==> config.mk <==
export PLATFORM = sky130hd
export DESIGN_NAME = sck_divider
export DESIGN_NICKNAME = d
export VERILOG_FILES = /design/src/rtl/sck_divider.sv
export SDC_FILE = /design/constraint.sdc
export NUM_CORES = 1
export LEC_CHECK = 0
export ABC_AREA = 1
export CAP_MARGIN = 0
export CORE_MARGIN = 4
export CORE_UTILIZATION = 31
export DETAILED_ROUTE_END_ITERATION = 12
export PLACE_DENSITY_LB_ADDON = 0.15
export SYNTH_ARGS = -nofsm -noshare
export SYNTH_HDL_FRONTEND = slang
export SYNTH_SLANG_ARGS = --single-unit
==> constraint.sdc <==
create_clock -name clock_in -period 1.5 [get_ports clock_in]
set_input_delay 0.45 -clock clock_in [delete_from_list [all_inputs] [get_ports clock_in]]
set_output_delay 0.45 -clock clock_in [all_outputs]
set_load 0.01 [all_outputs]
==> src/rtl/sck_divider.sv <==
// ---------------------------------------------------------------------------
// sck_divider
//   Qualifies the PLL lock flag and divides the PLL output clock down to a
//   programmable serial clock. SPI shift logic should use the sck_rise /
//   sck_fall strobes rather than sck itself, so that it stays synchronous
//   to clock_in.
//
// Parameters
//   DIV_WIDTH   width of the half-period divisor
//   LOCK_STABLE synchronised-locked cycles required before ready (>= 1)
//   CPOL        idle level of sck
//
// Ports
//   clock_in  in   PLL output clock, all logic on its rising edge
//   reset     in   synchronous, active-high reset
//   locked    in   PLL lock flag (asynchronous)
//   div       in   half-period length minus 1, in clock_in cycles
//   enable    in   request to run sck
//   sck       out  divided serial clock (registered)
//   sck_rise  out  one-cycle pulse in the cycle sck becomes 1
//   sck_fall  out  one-cycle pulse in the cycle sck becomes 0
//   ready     out  lock qualified
//   active    out  divider running (RUN or DRAIN)
// ---------------------------------------------------------------------------
module sck_divider #(
  parameter int DIV_WIDTH   = 8,
  parameter int LOCK_STABLE = 1024,
  parameter bit CPOL        = 1'b0
) (
  input  logic                 clock_in,
  input  logic                 reset,
  input  logic                 locked,
  input  logic [DIV_WIDTH-1:0] div,
  input  logic                 enable,
  output logic                 sck,
  output logic                 sck_rise,
  output logic                 sck_fall,
  output logic                 ready,
  output logic                 active
);

  localparam int            CW       = $clog2(LOCK_STABLE + 1);
  localparam logic [CW-1:0] LOCK_MAX = CW'(LOCK_STABLE);

  typedef enum logic [1:0] {IDLE, RUN, DRAIN} state_t;

  // All divider state lives in one record so the next-state logic can start
  // from "hold everything" and only touch what changes.
  typedef struct packed {
    state_t               st;
    logic [DIV_WIDTH-1:0] div_l;
    logic [DIV_WIDTH-1:0] hc;
    logic                 sck;
    logic                 rise;
    logic                 fall;
  } div_reg_t;

  localparam div_reg_t RST = '{st: IDLE, div_l: '0, hc: '0, sck: CPOL,
                               rise: 1'b0, fall: 1'b0};

  // -------------------------------------------------------------------------
  // Lock qualification
  // -------------------------------------------------------------------------
  logic [1:0]    lk_pipe;
  logic          lk_s;
  logic [CW-1:0] lk_cnt;
  logic          ready_d;

  assign lk_s = lk_pipe[1];

  always_ff @(posedge clock_in) begin
    if (reset) lk_pipe <= '0;
    else       lk_pipe <= {lk_pipe[0], locked};
  end

  // Saturating run-length of lk_s; any low cycle restarts the window.
  always_ff @(posedge clock_in) begin
    if (reset)                  lk_cnt <= '0;
    else if (!lk_s)             lk_cnt <= '0;
    else if (lk_cnt != LOCK_MAX) lk_cnt <= lk_cnt + CW'(1);
  end

  // ready_d is the value ready takes on the coming edge. The FSM looks at it
  // so that a lock loss stops the divider on the same edge ready drops.
  assign ready_d = lk_s && (lk_cnt == LOCK_MAX);

  always_ff @(posedge clock_in) begin
    if (reset) ready <= 1'b0;
    else       ready <= ready_d;
  end

  // -------------------------------------------------------------------------
  // Divider FSM
  // -------------------------------------------------------------------------
  div_reg_t cur, nx;
  logic     period_start;

  // First cycle of a period: sck at its idle level and nothing counted yet.
  // Stopping here cuts no edge short, so a low enable can leave at once.
  assign period_start = (cur.sck == CPOL) && (cur.hc == '0);

  always_ff @(posedge clock_in) begin
    if (reset) cur <= RST;
    else       cur <= nx;
  end

  always_comb begin
    nx      = cur;
    nx.rise = 1'b0;
    nx.fall = 1'b0;
    unique case (cur.st)
      IDLE: begin
        nx.sck = CPOL;
        nx.hc  = '0;
        if (ready && ready_d && enable) begin
          nx.st    = RUN;
          nx.div_l = div;
        end
      end
      RUN, DRAIN: begin
        if (!ready_d) begin
          // Lock lost: abandon the period, no strobe for the forced level.
          nx.st  = IDLE;
          nx.sck = CPOL;
          nx.hc  = '0;
        end else if (!enable && period_start) begin
          nx.st = IDLE;
        end else begin
          // RUN and DRAIN divide identically; enable only picks which one we
          // are in, so re-enabling during DRAIN costs no gap and no edge.
          nx.st = enable ? RUN : DRAIN;
          if (cur.hc == cur.div_l) begin
            nx.hc   = '0;
            nx.sck  = ~cur.sck;
            nx.rise = ~cur.sck;
            nx.fall = cur.sck;
            // Toggle back to the idle level closes a period: only here may a
            // new divisor take effect.
            if (cur.sck != CPOL) nx.div_l = div;
          end else begin
            nx.hc = cur.hc + DIV_WIDTH'(1);
          end
        end
      end
      default: nx = RST;
    endcase
  end

  assign sck      = cur.sck;
  assign sck_rise = cur.rise;
  assign sck_fall = cur.fall;
  assign active   = (cur.st != IDLE);

endmodule

## Yosys cells after proc, flatten, opt, wreduce, memory -nomap -nowiden

Index checks and enable logic that the tools add are counted.

- Register bits: 35
- Bits of input ports: 12
- Output and inout port bits: 5
- Logic and storage cells: 54

- Bitwise gates (word level): 5
- Reductions and logical operators: 14
- Add/subtract/negate cells: 2
- Equality and inequality tests: 12
- Multiplexer cells: 12

Operators with widths:

| kind | number |
|---|---|
| 19-bit one-hot mux with 2 select lines | 1 |
| 8-bit 2-to-1 mux | 4 |
| 19-bit 2-to-1 mux | 1 |
| 11-bit by 1-bit adder with 11-bit output, second input constant | 1 |
| 11-bit == test, second input constant | 1 |
| 11-bit != test, second input constant | 1 |
| 10-bit 2-to-1 mux | 1 |
| 2-bit != test, second input constant | 5 |
| 9-bit 2-to-1 mux | 1 |
| 8-bit by 1-bit adder with 8-bit output, second input constant | 1 |
| 8-bit == test | 1 |
| 8-bit logical NOT | 1 |
| 2-bit 2-to-1 mux | 3 |
| 3-bit != test, second input constant | 2 |
| 1-bit logical AND | 5 |
| 1-bit inverter | 5 |
| 5-bit AND reduction | 1 |
| 5-bit OR reduction | 1 |
| 2-bit OR reduction | 2 |
| 3-bit 2-to-1 mux | 1 |
| 2-bit by 1-bit == test with 1-bit output, second input constant | 1 |
| 2-bit == test, second input constant | 1 |
| 2-bit logical NOT | 1 |
| 2-bit AND reduction | 1 |
| 2 further kinds | 2 |

## Longest topological paths before layout

Gate-level depths: netlist of the first run.

- Word-level depth: 6
- Mapped depth: 12
- Mapped depth without buffers: 12

## Worst setup path after synthesis of the first run

Ideal clock, no wire load.

- Path type: register -> register
- Start point: register lk_cnt[0]
- End point: register cur[17] (netlist name)
- Arrival: 1.336 ns
- Cell stages (with the launch flop): 12
- Data required time: 1.387 ns
- Slack: 0.052 ns
- Period minus slack after synthesis: 1.448 ns
- Buffers on the path: 0
- Setup time: 0.113 ns
- Path through: dfxtp_1 > inv_1 > ha_1 > nand3_1 > nor2_4 > nand2_2 > nor2_1 > nand3_1 > nand2_1 > nand3_1 > nand2_1 > nor2_1

- Longest elaborated chain between the ends: 6
- Elaborated cells on any way between the ends: 7
- Those cells by class: 3 x eq/ne; 4 x reduce/logical

RTL lines:

| item | RTL line | text |
|---|---|---|
| start, declared | 66 | `logic [CW-1:0] lk_cnt;` |
| start signal, assigned | 80 | `else if (lk_cnt != LOCK_MAX) lk_cnt <= lk_cnt + CW'(1);` |
| 11-bit == test * | 85 | `assign ready_d = lk_s && (lk_cnt == LOCK_MAX);` |
| 1-bit logical AND * | 85 |  |
| 1-bit logical AND (2 in a row) | 115 | `if (ready && ready_d && enable) begin` |
| 2-bit != test (no source line) | n/a |  |
| 5-bit AND reduction (no source line) * | n/a |  |
| end signal, assigned | 104 | `else cur <= nx;` |
| end, declared | 95 | `div_reg_t cur, nx;` |

Every way passes the cells marked *; elsewhere a longest branch is shown, timed or not.
A chain may end at the register's enable or synchronous reset.

## Worst setup path after layout of the first run

- Start point: register lk_cnt[1]
- End point: register cur[16] (netlist name)

The elaborated chain is that of the path after synthesis.

==> impl_metrics.csv, run 1 <==
group,metric,value,unit
clock_network,cts_tree,"yes",
clock_network,clk_pin_slew,0.07,ns
sta,tightest_slew,0.350,ns
worst_setup_path,r2r_slack,-0.008,ns
worst_setup_path,cp-startpoint,"lk_cnt[1]$_SDFFE_PP0P_",
routing,ant_nets,0,
run_status,violations,"negative setup slack",
die,die_x,88.0,um
power,ir_drop,0.436,mV
synthesis,syn-num-nets,315,
sta,slew_viol_final,0,
worst_setup_path,cp.arrival,1.73,ns
sta,slew_headroom,76.5,%
worst_setup_path,crit_path_end_kind,"register",
power,p_total,2.13,mW
sta,period_share,101,%
synthesis,synth_cell_type_count,28,
placed_design,placed_area,2480,um^2
placed_design,finalWeightedCongestion,0.808,
worst_setup_path,r2r_end,"cur[16]$_SDFFE_PP0P_",
global_routing,grt_pass1_wl,7980,um
routing,drt-pass1-iter-count,4,
sta,hold_viol,0,
global_routing,grt_use_total,13.1,%
global_routing,antenna_found_initial,0,
routing,drcViolationCount,0,
clock_network,cts-root-buf,"clkbuf_8",
finish,area_delta_synth_final,42.9,%
routing,wl,4740,um
worst_setup_path,r2r_start,"lk_cnt[1]$_SDFFE_PP0P_",
sta,fin_setup_tns,-0.0213,ns
placed_design,placed_cells,421,
run_status,status,"finished, violations left",
worst_setup_path,crit_path_max_fanout,6,
global_routing,grt_overflow_total,0,
synthesis,yosys_warnings,0,
sta,rsz0062_at_grt,"true",
synthesis,syn_inst,297,
routing,vias_per_cell,4.40,
die,die_area,7750,um^2
clock_network,clkLatencyLatePin,0.29,ns
sta,layout_setup_ws,-0.00811,ns
synthesis,netlist_area,1980,um^2
power,power_density,753,nW/um^2
die,rows,28,
sta,fmax,663,MHz
routing,route.vias.total,1909,
worst_setup_path,required,1.73,ns
clock_network,cts_sinks,35,
synthesis,synth-seq-area-share,35.3,%
finish,nets,376,
finish,final_cells,434,
clock_network,h-tree-depth,2,
sta,final.min_clock_period,1.51,ns
placed_design,post-dp-hpwl,3690,um
worst_setup_path,start_kind,"register",
clock_network,clk_path_buf_depth,2,
finish,fin_util,46.8,%
finish,drive_gt1_share,34.0,%
routing,drtIter0Drc,55,
die,die_h,88.0,um
global_routing,grt_max_degree,15,
sta,finalSetupViolCount,6,
worst_setup_path,r2r_cells,10,
power,p_leak,1.27,nW
routing,wl_per_cell,10.9,um
sta,fin_skew,0.00873,ns
synthesis,synth_area_per_cell,6.68,um^2
synthesis,synth_seq_cells,35,
worst_hold_path,hold_path_class,"register to register",
placed_design,io_buffers,16,
sta,whs,0.405,ns
worst_setup_path,critPathKind,"register to register",
die,pin_count,17,
global_routing,grt_pass1_vias,1773,
finish,final_area,2840,um^2
finish,antenna_cells,0,
clock_network,hold_buffers,0,
placed_design,pre_cts_ws,-0.299,ns
clock_network,cts_inserted_buffers,5,
die,start_util,32.7,%
die,coreArea,6060,um^2
worst_setup_path,cp-endpoint,"cur[16]$_SDFFE_PP0P_",
run,maxCapViolCount,0,
[worst min-delay path by stage]
stage                               start                    end  slack [ns]  cells past startpoint
detailed placement  lk_pipe[0]$_SDFF_PP0_  lk_pipe[1]$_SDFF_PP0_        0.40                      2
global placement    lk_pipe[0]$_SDFF_PP0_  lk_pipe[1]$_SDFF_PP0_        0.39                      2
global route        lk_pipe[0]$_SDFF_PP0_  lk_pipe[1]$_SDFF_PP0_        0.42                      2
floorplan           lk_pipe[0]$_SDFF_PP0_  lk_pipe[1]$_SDFF_PP0_        0.39                      2
finish              lk_pipe[0]$_SDFF_PP0_  lk_pipe[1]$_SDFF_PP0_        0.40                      2
CTS                 lk_pipe[0]$_SDFF_PP0_  lk_pipe[1]$_SDFF_PP0_        0.41                      2
[state kept, by name, summed over array words and instances (netlist names)]
name / flops
lk_cnt: 11
sck: 1
ready: 1
sck_fall: 1
sck_rise: 1
cur: 18
lk_pipe: 2
[synth_stat cells, drive strengths merged]
library cell	count	area [um^2]
nand2	83	332
nor2	59	251
inv	45	169
dfxtp	35	701
nand3	23	130
nor3	9	50.1
o21ai	8	43.8
a21oi	6	30.0
ha	6	75.1
nand4	6	67.6
nor4	5	37.5
xor2	5	43.8
buf	2	16.3
xnor2	2	17.5
a31oi	1	6.26
and3	1	6.26
o21a	1	7.51
[metal layers]
layer / vias to the layer above / wire [um] / GRT usage (%)
li1: 1050 / - / -
met1: 839 / 2380 / 16.8
met2: 18 / 2210 / 21.7
met3: 2 / 119 / 3.10
met4: 0 / 34 / 4.53
met5: - / 0 / 0
[repair_timing]
item,4_1_cts,5_1_grt
setup endpoints to repair,19,23
setup buffers,3,2
resized for setup,44,30
pin swaps,13,10
[critical path, cell delays in order (launching register included)]
cell	delay, ns
dfxtp_2	0.33
inv_2	0.07
ha_4	0.14
nand2_2	0.05
nor2_2	0.13
nand3_2	0.11
o21ai_4	0.19
nand3_2	0.10
nor2_4	0.17
nor2_1	0.06
nor2_1	0.09
[layout make-up]
cell class,count,area [um^2]
timing repair buffer,56,478
sequential,35,714
clock buffer,8,100
tap,75,93.8
inverter,45,169
multi-input combinational,215,1280
fill,640,3220
[report_power, final]
group          total (mW)  internal (mW)  leakage (nW)  switching, mW
logic               0.395          0.175         0.933          0.220
clock network       0.760          0.419        0.0515          0.341
registers           0.980          0.957         0.289         0.0235
total                2.13           1.55          1.27          0.584
[cells in the final DEF (no fill, tap or decap), drive strengths merged]
cell            n
nor4            5
nand2          83
nor3            9
nor2           59
nand3          23
and3            1
clkbuf          8
buf            41
o21ai           8
nand4           6
inv            45
o21a            1
xnor2           2
a31oi           1
dfxtp          35
clkdlybuf4s50  10
dlygate4sd2     5
ha              6
a21oi           6
xor2            5
[cell families after synthesis]
kind of cell	count (synthesis)	share of synthesized area, %
buffers and inverters	47	9.33
xor gates and xnor gates	7	3.09
and+or+nand+nor	186	44.1
adders and majority gates	6	3.78
DFF	35	35.3
AOI/OAI and AO/OA	16	4.41
(Power assumes the default switching activity.)
==> run 2: changes to the inputs <==
--- a/config.mk
+++ b/config.mk
@@ -6,6 +6,7 @@
 export NUM_CORES = 1
 export LEC_CHECK = 0
 export ABC_AREA = 1
+export ABC_CLOCK_PERIOD_IN_PS = 1500
 export CAP_MARGIN = 0
 export CORE_MARGIN = 4
 export CORE_UTILIZATION = 31
==> results of run 2 <==
Same layout as run 1: the final DEF is identical, and so are final timing and power.
==> run 3: changes to the inputs <==
--- a/config.mk
+++ b/config.mk
@@ -11,7 +11,7 @@
 export CORE_MARGIN = 4
 export CORE_UTILIZATION = 31
 export DETAILED_ROUTE_END_ITERATION = 12
-export PLACE_DENSITY_LB_ADDON = 0.15
+export PLACE_DENSITY_LB_ADDON = 0.25
 export SYNTH_ARGS = -nofsm -noshare
 export SYNTH_HDL_FRONTEND = slang
 export SYNTH_SLANG_ARGS = --single-unit
==> run 3 against run 2 <==
The flow still finishes with violations (negative setup slack). Register-to-register slack got worse by 0.02 ns. Clock skew about the same. Design area decreased by 1.1%. Combinational power decreased by 5.6%. Maximum frequency decreased by 1.4%. Global-route usage increased by 0.27 points. Flip-flop and latch count unchanged. Critical path depth increased by 1. Core utilization decreased by 0.50 points. Highest routed layer unchanged. Cell count increased by 0.23%. Sequential power about the same.
==> impl_metrics.csv, run 3 (synthesized netlist as in run 1, its figures left out) <==
group,metric,value,unit
routing,ant_nets,0,
worst_setup_path,cp.arrival,1.75,ns
power,power_density,707,nW/um^2
sta,tightest_slew,0.366,ns
sta,fin_skew,0.00828,ns
finish,layout_common_cells,"nand2_1 (71), nor2_1 (46), buf_4 (41)",
die,die_h,88.0,um
clock_network,hold_buffers,0,
sta,whs,0.415,ns
routing,route.vias.total,1929,
placed_design,finalWeightedCongestion,0.801,
sta,period_share,102,%
sta,rsz0062_at_grt,"true",
routing,drtIter0Drc,49,
finish,top_register,"cur",
die,die_x,88.0,um
die,die_area,7750,um^2
worst_setup_path,critPathKind,"register to register",
power,ir_drop,0.394,mV
clock_network,cts_tree,"yes",
placed_design,io_buffers,16,
clock_network,cts-root-buf,"clkbuf_8",
worst_setup_path,start_kind,"register",
finish,largest_reg_flops,18,
global_routing,grt_pass1_vias,1887,
run_status,status,"finished, violations left",
global_routing,grt_pass1_wl,8250,um
finish,drive_gt1_share,33.9,%
sta,slew_headroom,75.4,%
sta,finalSetupViolCount,10,
finish,nets,379,
placed_design,pre_cts_ws,-0.312,ns
clock_network,clk_path_buf_depth,2,
run,maxCapViolCount,0,
die,coreArea,6060,um^2
global_routing,antenna_found_initial,0,
clock_network,clkLatencyLatePin,0.28,ns
die,rows,28,
worst_setup_path,required,1.72,ns
global_routing,grt_overflow_total,0,
finish,area_delta_synth_final,41.4,%
worst_setup_path,crit_path_max_fanout,4,
sta,slew_viol_final,0,
finish,antenna_cells,0,
clock_network,clk_pin_slew,0.07,ns
routing,drcViolationCount,0,
placed_design,post-dp-hpwl,3530,um
routing,vias_per_cell,4.43,
routing,wl,4610,um
finish,final_common_cell,"nand2_1",
finish,final_cells,435,
sta,hold_viol,0,
clock_network,cts_inserted_buffers,5,
global_routing,grt_max_degree,15,
placed_design,placed_cells,420,
clock_network,cts_sinks,35,
sta,layout_setup_ws,-0.0299,ns
sta,final.min_clock_period,1.53,ns
clock_network,h-tree-depth,2,
worst_hold_path,hold_path_class,"register to register",
sta,fin_setup_tns,-0.0740,ns
routing,wl_per_cell,10.6,um
sta,fmax,654,MHz
die,start_util,32.7,%
routing,drt-pass1-iter-count,4,
run_status,violations,"negative setup slack",
die,pin_count,17,
worst_setup_path,crit_path_end_kind,"register",
global_routing,grt_use_total,13.4,%
finish,top_regs,"cur (18), lk_cnt (11), lk_pipe (2)",
power,p_leak,1.28,nW
==> run 3: changes by cell type in the layout (fill, tap and decap cells not counted), sizes merged <==
cell           previous run  this run
dlygate4sd2               5         4
clkdlybuf4s50            10        11
clkbuf                    8         6
buf                      41        44
==> run 3: what timing repair did <==
item / CTS / global route
endpoints found under the setup margin: 20 / 23
setup buffers: 6 / 3
pin swaps: 23 / 20
resized for setup: 38 / 32
==> run 3: metrics by stage <==
step / utilization, % / cell area [um^2] / power, mW
after floorplan: - / 1980 / 1.23
after global placement: 40.9 / 2480 / 1.33
after detailed placement: 40.9 / 2480 / 1.34
after CTS: 44.2 / 2680 / 2.00
after global routing: 46.3 / 2810 / 2.12
final: 46.3 / 2810 / 1.98
==> run 3: layer usage <==
metal,GRT usage (%),part of all wire (%),vias up
met5,0,0,-
met4,5.08,2.0,0
met3,2.92,2.8,7
met2,22.1,48,17
met1,17.1,47,855
li1,-,-,1050
==> run 3: final cells by class <==
type	count	area, um^2
sequential	35	716
clock buffer	6	72.6
tap	75	93.8
fill	616	3250
inverter	45	171
timing repair buffer	59	480
multi-input combinational	215	1270
==> run 3: path summary, 6_finish.rpt <==
kind                                from                     to  slack (ns)  depth (start not counted)
setup / recovery  lk_cnt[0]$_SDFFE_PP0P_    cur[7]$_SDFFE_PP0P_       -0.03                         11
hold / removal     lk_pipe[0]$_SDFF_PP0_  lk_pipe[1]$_SDFF_PP0_        0.41                          2
setup reg to reg  lk_cnt[0]$_SDFFE_PP0P_    cur[7]$_SDFFE_PP0P_       -0.03                         11
hold reg to reg    lk_pipe[0]$_SDFF_PP0_  lk_pipe[1]$_SDFF_PP0_        0.41                          2
==> run 3: where the power goes <==
group	switching, mW	internal, mW
Combinational	0.215	0.158
Sequential	0.0217	0.958
Clock	0.322	0.310
==> run 3: critical path, stage by stage, from the launching register on <==
cell	delay, ns
dfxtp_2	0.33
inv_2	0.07
ha_4	0.14
nand3_4	0.08
nor2_4	0.16
nand2_2	0.10
nor2_4	0.13
buf_4	0.13
nand2_4	0.07
nand2_4	0.08
nand3_2	0.07
nor2_1	0.10
